## config.mk

```make
export PLATFORM = sky130hd
export DESIGN_NAME = edge_task_dispatch_rs
export DESIGN_NICKNAME = d
export VERILOG_FILES = /design/src/rtl/edge_task_dispatch_rs.sv
export SDC_FILE = /design/constraint.sdc
export NUM_CORES = 1
export LEC_CHECK = 0
export BUFFER_PORTS_ARGS = -buffer_cell sky130_fd_sc_hd__buf_4
export CAP_MARGIN = 0
export CORE_ASPECT_RATIO = 0.8
export CORE_MARGIN = 2
export CORE_UTILIZATION = 60
export DETAILED_ROUTE_END_ITERATION = 10
export MAX_ROUTING_LAYER = met4
export PLACE_DENSITY = 0.8
export SYNTH_ARGS = -nofsm -noshare
export SYNTH_HDL_FRONTEND = slang
export SYNTH_SLANG_ARGS = --single-unit
```

## constraint.sdc

```tcl
create_clock -name clk -period 10.2 [get_ports clk]
set_clock_uncertainty 0.15 [all_clocks]
set_input_delay 0.51 -clock clk [delete_from_list [all_inputs] [get_ports clk]]
set_output_delay 0.51 -clock clk [all_outputs]
set_load 0.02 [all_outputs]
```

## src/rtl/edge_task_dispatch_rs.sv

```systemverilog
// Reservation station and dispatcher feeding the Edge PE array from the command decoder.
// Define EDGE_RS_RR_ARB_EN for round-robin PE selection; otherwise the lowest-index available PE wins.
module edge_task_dispatch_rs #(
  parameter int NUM_PE = 4,
  parameter int DEPTH  = 8,
  parameter int TASK_W = 32,
  parameter int ITER_W = 2
) (
  input  logic                       clk,
  input  logic                       reset,
  input  logic                       in_valid,
  output logic                       in_ready,
  input  logic [TASK_W-1:0]          in_task,
  input  logic [ITER_W-1:0]          in_iter,
  input  logic [ITER_W-1:0]          cur_iter,
  input  logic [NUM_PE-1:0]          pe_idle,
  output logic [NUM_PE-1:0]          out_valid,
  output logic [NUM_PE*TASK_W-1:0]   out_task,
  output logic [$clog2(DEPTH+1)-1:0] count,
  output logic                       empty,
  output logic                       full
);

  localparam int CNT_W = $clog2(DEPTH+1);
  localparam int IDX_W = $clog2(DEPTH);
  localparam int PTR_W = $clog2(NUM_PE);

  logic [DEPTH-1:0]  valid_q, valid_d;
  logic [TASK_W-1:0] task_q [DEPTH];
  logic [TASK_W-1:0] task_d [DEPTH];
  logic [ITER_W-1:0] iter_q [DEPTH];
  logic [ITER_W-1:0] iter_d [DEPTH];
  logic [CNT_W-1:0]  count_q, count_d;

  logic [NUM_PE-1:0] out_valid_q, out_valid_d;
  logic [TASK_W-1:0] out_task_q [NUM_PE];
  logic [TASK_W-1:0] out_task_d [NUM_PE];
  logic [NUM_PE-1:0] resv_q, resv_d;

  logic [DEPTH:0]    valid_ext;
  logic [TASK_W-1:0] task_ext [DEPTH+1];
  logic [ITER_W-1:0] iter_ext [DEPTH+1];

  logic              sel_found;
  logic [IDX_W-1:0]  sel_idx;
  logic [NUM_PE-1:0] avail;
  logic              grant_found;
  logic [PTR_W-1:0]  grant_idx;
  logic [NUM_PE-1:0] grant_oh;
  logic              do_disp;
  logic              accept;
  logic [CNT_W-1:0]  ins_idx;

  assign full     = (count_q == CNT_W'(DEPTH));
  assign empty    = (count_q == '0);
  assign in_ready = !full;
  assign count    = count_q;
  assign accept   = in_valid && in_ready;
  assign avail    = pe_idle & ~resv_q;
  assign do_disp  = sel_found && grant_found;
  assign ins_idx  = count_q - CNT_W'(do_disp);
  assign out_valid = out_valid_q;

  for (genvar p = 0; p < NUM_PE; p++) begin : g_out_pack
    assign out_task[p*TASK_W +: TASK_W] = out_task_q[p];
  end

  // One spare empty slot past the top so the shift-down never reads out of range.
  always_comb begin
    valid_ext = {1'b0, valid_q};
    task_ext[DEPTH] = '0;
    iter_ext[DEPTH] = '0;
    for (int i = 0; i < DEPTH; i++) begin
      task_ext[i] = task_q[i];
      iter_ext[i] = iter_q[i];
    end
  end

  always_comb begin
    sel_found = 1'b0;
    sel_idx   = '0;
    for (int i = DEPTH-1; i >= 0; i--) begin
      if (valid_q[i] && (iter_q[i] == cur_iter)) begin
        sel_found = 1'b1;
        sel_idx   = IDX_W'(i);
      end
    end
  end

`ifdef EDGE_RS_RR_ARB_EN
  localparam int PSUM_W = PTR_W + 1;

  logic [PTR_W-1:0]  rr_ptr_q, rr_ptr_d;
  logic [PSUM_W-1:0] cand_sum;
  logic [PTR_W-1:0]  cand;

  // Scan from rr_ptr upward with wraparound; the nearest available PE wins.
  always_comb begin
    grant_found = 1'b0;
    grant_idx   = '0;
    cand_sum    = '0;
    cand        = '0;
    for (int k = NUM_PE-1; k >= 0; k--) begin
      cand_sum = {1'b0, rr_ptr_q} + PSUM_W'(k);
      if (cand_sum >= PSUM_W'(NUM_PE)) begin
        cand_sum = cand_sum - PSUM_W'(NUM_PE);
      end
      cand = cand_sum[PTR_W-1:0];
      if (avail[cand]) begin
        grant_found = 1'b1;
        grant_idx   = cand;
      end
    end
  end

  always_comb begin
    rr_ptr_d = rr_ptr_q;
    if (do_disp) begin
      rr_ptr_d = (grant_idx == PTR_W'(NUM_PE-1)) ? '0 : grant_idx + PTR_W'(1);
    end
  end

  always_ff @(posedge clk or negedge reset) begin
    if (!reset) begin
      rr_ptr_q <= '0;
    end else begin
      rr_ptr_q <= rr_ptr_d;
    end
  end
`else
  always_comb begin
    grant_found = 1'b0;
    grant_idx   = '0;
    for (int p = NUM_PE-1; p >= 0; p--) begin
      if (avail[p]) begin
        grant_found = 1'b1;
        grant_idx   = PTR_W'(p);
      end
    end
  end
`endif

  always_comb begin
    grant_oh = '0;
    for (int p = 0; p < NUM_PE; p++) begin
      grant_oh[p] = do_disp && (grant_idx == PTR_W'(p));
    end
  end

  // Remove the dispatched entry by shifting younger entries down, then append the new task.
  always_comb begin
    valid_d = '0;
    for (int i = 0; i < DEPTH; i++) begin
      valid_d[i] = valid_ext[i];
      task_d[i]  = task_ext[i];
      iter_d[i]  = iter_ext[i];
      if (do_disp && (IDX_W'(i) >= sel_idx)) begin
        valid_d[i] = valid_ext[i+1];
        task_d[i]  = task_ext[i+1];
        iter_d[i]  = iter_ext[i+1];
      end
      if (accept && (CNT_W'(i) == ins_idx)) begin
        valid_d[i] = 1'b1;
        task_d[i]  = in_task;
        iter_d[i]  = in_iter;
      end
    end
    count_d = count_q + CNT_W'(accept) - CNT_W'(do_disp);
  end

  // resv mirrors the dispatch strobe: it masks the PE while its idle flag catches up.
  always_comb begin
    out_valid_d = grant_oh;
    resv_d      = grant_oh;
    for (int p = 0; p < NUM_PE; p++) begin
      out_task_d[p] = out_task_q[p];
      if (grant_oh[p]) begin
        out_task_d[p] = task_q[sel_idx];
      end
    end
  end

  always_ff @(posedge clk or negedge reset) begin
    if (!reset) begin
      valid_q     <= '0;
      count_q     <= '0;
      out_valid_q <= '0;
      resv_q      <= '0;
      for (int i = 0; i < DEPTH; i++) begin
        task_q[i] <= '0;
        iter_q[i] <= '0;
      end
      for (int p = 0; p < NUM_PE; p++) begin
        out_task_q[p] <= '0;
      end
    end else begin
      valid_q     <= valid_d;
      count_q     <= count_d;
      out_valid_q <= out_valid_d;
      resv_q      <= resv_d;
      for (int i = 0; i < DEPTH; i++) begin
        task_q[i] <= task_d[i];
        iter_q[i] <= iter_d[i];
      end
      for (int p = 0; p < NUM_PE; p++) begin
        out_task_q[p] <= out_task_d[p];
      end
    end
  end

endmodule
```

==> summary.txt <==
Yosys
  – YS warnings: 0
  – EDFF count, synth: 0
  – Synth Cell Area: 20300 sq um
  – Cells after Synth: 2039
  – Count of cell types in the netlist: 48
  – Post-synthesis sequential area ratio: 51.2%
  – Avg Inst Size Synth: between 9 and 10 sq um
  – Synthesized flop and latch total: between 400 and 500
  – Synth Flop Type: dfrtp_1
  – Synth Net Count: ~2100
  – Ys async rst share: 100%

Placed design
  – Place WS: 5.21 ns
  – PortBufs: approximately 180
  – RePlAce Congestion: between 0.8 and 0.9
  – Placed insts: 2491
  – HPWL after DPL: between 30 and 40 mm

Power
  – Seq pwr share: roughly half
  – Leak Pwr: around 11 nW
  – Int Pwr: 2.62 mW
  – VDD IR max: between 0.00009 and 0.0001 V
  – Combinational share of power: 2.1%
  – Sw Share: 21.5%
  – Power, Total: 3.34 mW
  – Net Switching: about 0.72 mW
  – Clk pwr share: between 40 and 50%
  – PwrDens: 145 nW/um^2

Timing
  – Final setup vio count: 0
  – Maximum clock rate: 205 MHz
  – Final hold vios: 0
  – Slew Limit Fails: 0
  – Relative slew slack: just under 10%
  – Setup TNS: 0 ns
  – Post-layout min period: 4.87 ns
  – Final worst setup slack: 5.33 ns
  – Period utilization: a little under half
  – RSZ-0062 raised after global routing: false
  – Worst slew pin tran: ~1.3 ns

Setup path
  – Arrival @ worst endpoint: a little over 5 ns
  – WS Path Type: reg2reg
  – CP cell instances: xnor2_1 > nand3_1 > nand2_1 > or3_1 > nor2_1 > nor2_1 > ha_1 > nor2b_1 > or3_1 > a21oi_1 > and2_1 > nand3_2 > o21a_2 > o21ai_0
  – Required @ worst endpoint: roughly 10 ns
  – Worst setup SP type: flip-flop
  – CP peak stage delay: 1.03 ns
  – Slowest cell on the critical path: o21a_2
  – Crit Path Max Fanout: 68
  – Critical path's top delay family: simple AND/OR/NAND/NOR gates
  – Worst path buffer plus inverter count: 0
  – CP endpoint kind: flip-flop

Die
  – IO Pins: approximately 180
  – Core area: 33500 sq um
  – # rows: 60
  – Die width: approximately 210 microns
  – Die Ht: roughly 170 microns
  – Starting density of the core: between 60% and 70%
  – Area of the die: between 30000 and 40000 sq um

Run
  – Number of max-cap violations: 0

Clock tree
  – Worst skew pair latency: between 0.5 and 0.6 ns
  – TritonCTS clock tree: done
  – Clock buffer depth: 3
  – CTS root buf: clkbuf_16
  – H-tree levels: 2
  – Worst-path clk slew: 0.07 ns
  – Inserted Clock Buffers: 42
  – Clock Sinks: around 420
  – # resized after CTS: 0

GRT
  – Total track usage: 33.3%
  – Initial antenna violation count: 1
  – Global-route wire length before repair: about 90 mm
  – Vias in the first global route: 15600
  – Largest net degree at the start of global routing: between 150 and 200
  – Global route overflow: 0

Cells and area
  – # nets final: 2156
  – Most common cell after layout, fill and taps aside: dfrtp_1
  – Multi-input logic area: around 9000 sq um
  – Number of fillers in the final layout: 2506
  – Commonest non-fill, non-tap cells in the layout: dfrtp_1, nand2_1, mux2i_1
  – Sequential cell area: 10400 sq um
  – Syn-to-layout area delta: 13.8%
  – Share of layout cells above drive strength 1: 15.8%
  – Layout Cells excl Fill: approximately 2600

Routing
  – Post-route ant nets: 0
  – DR vias/cell: around 6.3
  – Routed Wire Length: approximately 57 mm
  – DR iter-0 viols: between 1500 and 2000
  – Vias post-DR: ~16000
  – Drt first pass iters: 8
  – DRC errors left: 0
  – Routed len/inst: around 22 microns

Status
  – Status: finished, final reports clean

Hold path
  – Worst min-delay path class: in2reg
[worst paths after layout]
path | start | to | slack, ns | depth (start not counted)
max in group asynchronous | reset | task_ext[160] | 7.19 | 4
worst max register to register | iter_ext[14] | task_ext[262] | 5.33 | 14
min in group asynchronous | reset | out_task[27] | 0.44 | 2
worst max-delay path | iter_ext[14] | task_ext[262] | 5.33 | 14
worst min-delay path | in_task[20] | task_ext[212] | 0.06 | 3
worst min register to register | out_task[83] | out_task[83] | 0.33 | 2
[stage by stage]
step / hold slack [ns] / util (%) / instance area (sq um)
final: 0.0640 / 69.0 / 23100
after global routing: 0.0678 / 69.0 / 23100
after CTS: 0.0484 / 69.0 / 23100
after detailed placement: 0.321 / 64.6 / 21600
after global placement: 0.312 / 64.6 / 21600
after floorplan: 0.0644 / - / 20300
[sequential cells by signal, summed over array words and instances (netlist names)]
name	count
iter_ext	16
resv_q	4
task_ext	256
valid_q	8
count	4
out_task	128
[routing by layer]
metal / vias to the layer above / routed length, microns / track usage (%)
li1: 7275 / - / -
met1: 8047 / 26100 / 49.3
met2: 746 / 25200 / 48.2
met3: 102 / 4640 / 5.44
met4: 0 / 1190 / 8.66
met5: - / 0 / -
[power by group through the flow]
stage,sequential [mW],clock [mW],combinational [mW]
finish,1.65,1.62,0.0709
global route,1.65,1.70,0.0800
CTS,1.65,1.63,0.0724
detailed placement,1.68,0,0.0720
global placement,1.68,0,0.0708
floorplan,1.68,0,0.0229
[kinds of logic after synthesis]
kind of cell | synth area share, %
AND/OR/NAND/NOR | 14.2
AO/OA/AOI/OAI | 14.7
flip-flops | 51.2
multiplexers | 13.4
buffers and inverters | 4.80
XOR/XNOR | 0.862
adder cells (fa/ha/maj) | 0.714
[repair_timing]
item / 4_1_cts / 5_1_grt
endpoints found under the hold margin: 105 / 0
buffers inserted: 0 / 0
hold buffers: 1 / 0
[synth_stat cells (2+ instances only)]
library cell	instances	area share, %
nor2b_1	5	0.15
dfrtp_1	416	51
mux2i_1	273	13
nor2_2	2	0.062
a21oi_1	108	2.7
buf_4	22	0.81
or4b_4	31	2.1
buf_1	12	0.22
and2_1	2	0.062
clkbuf_1	87	1.6
nand3_1	10	0.25
and3_1	97	3.0
xor2_1	3	0.13
or3_1	2	0.062
ha_1	10	0.62
a211oi_1	94	3.5
clkbuf_2	27	0.67
nor2_1	117	2.2
o21ai_1	124	3.1
o21a_1	2	0.074
buf_6	4	0.22
buf_2	41	1.0
o21ai_0	146	3.6
inv_1	14	0.26
nand2_1	313	5.8
nand2b_1	5	0.15
a22o_1	34	1.5
nor3_1	2	0.049
xnor2_1	17	0.73
[final cells by class]
class / count / area share, %
inverter: 14 / 0.227
antenna: 1 / 0.0108
clock buffer: 60 / 5.41
timing repair buffer: 212 / 6.98
clock inverter: 15 / 0.893
multi-input combinational: 1416 / 39.1
tap: 434 / 2.35
sequential: 416 / 45.0
[worst register-to-register path, delay by kind of cell (launching register included)]
family | cells | cell delay [ns]
adder cells (fa/ha/maj) | 1 | 0.28
XOR/XNOR | 1 | 0.14
AND/OR/NAND/NOR | 9 | 2.28
AO/OA/AOI/OAI | 3 | 1.42
flip-flops | 1 | 0.41
No activity file was read; power rests on OpenSTA's default activity.
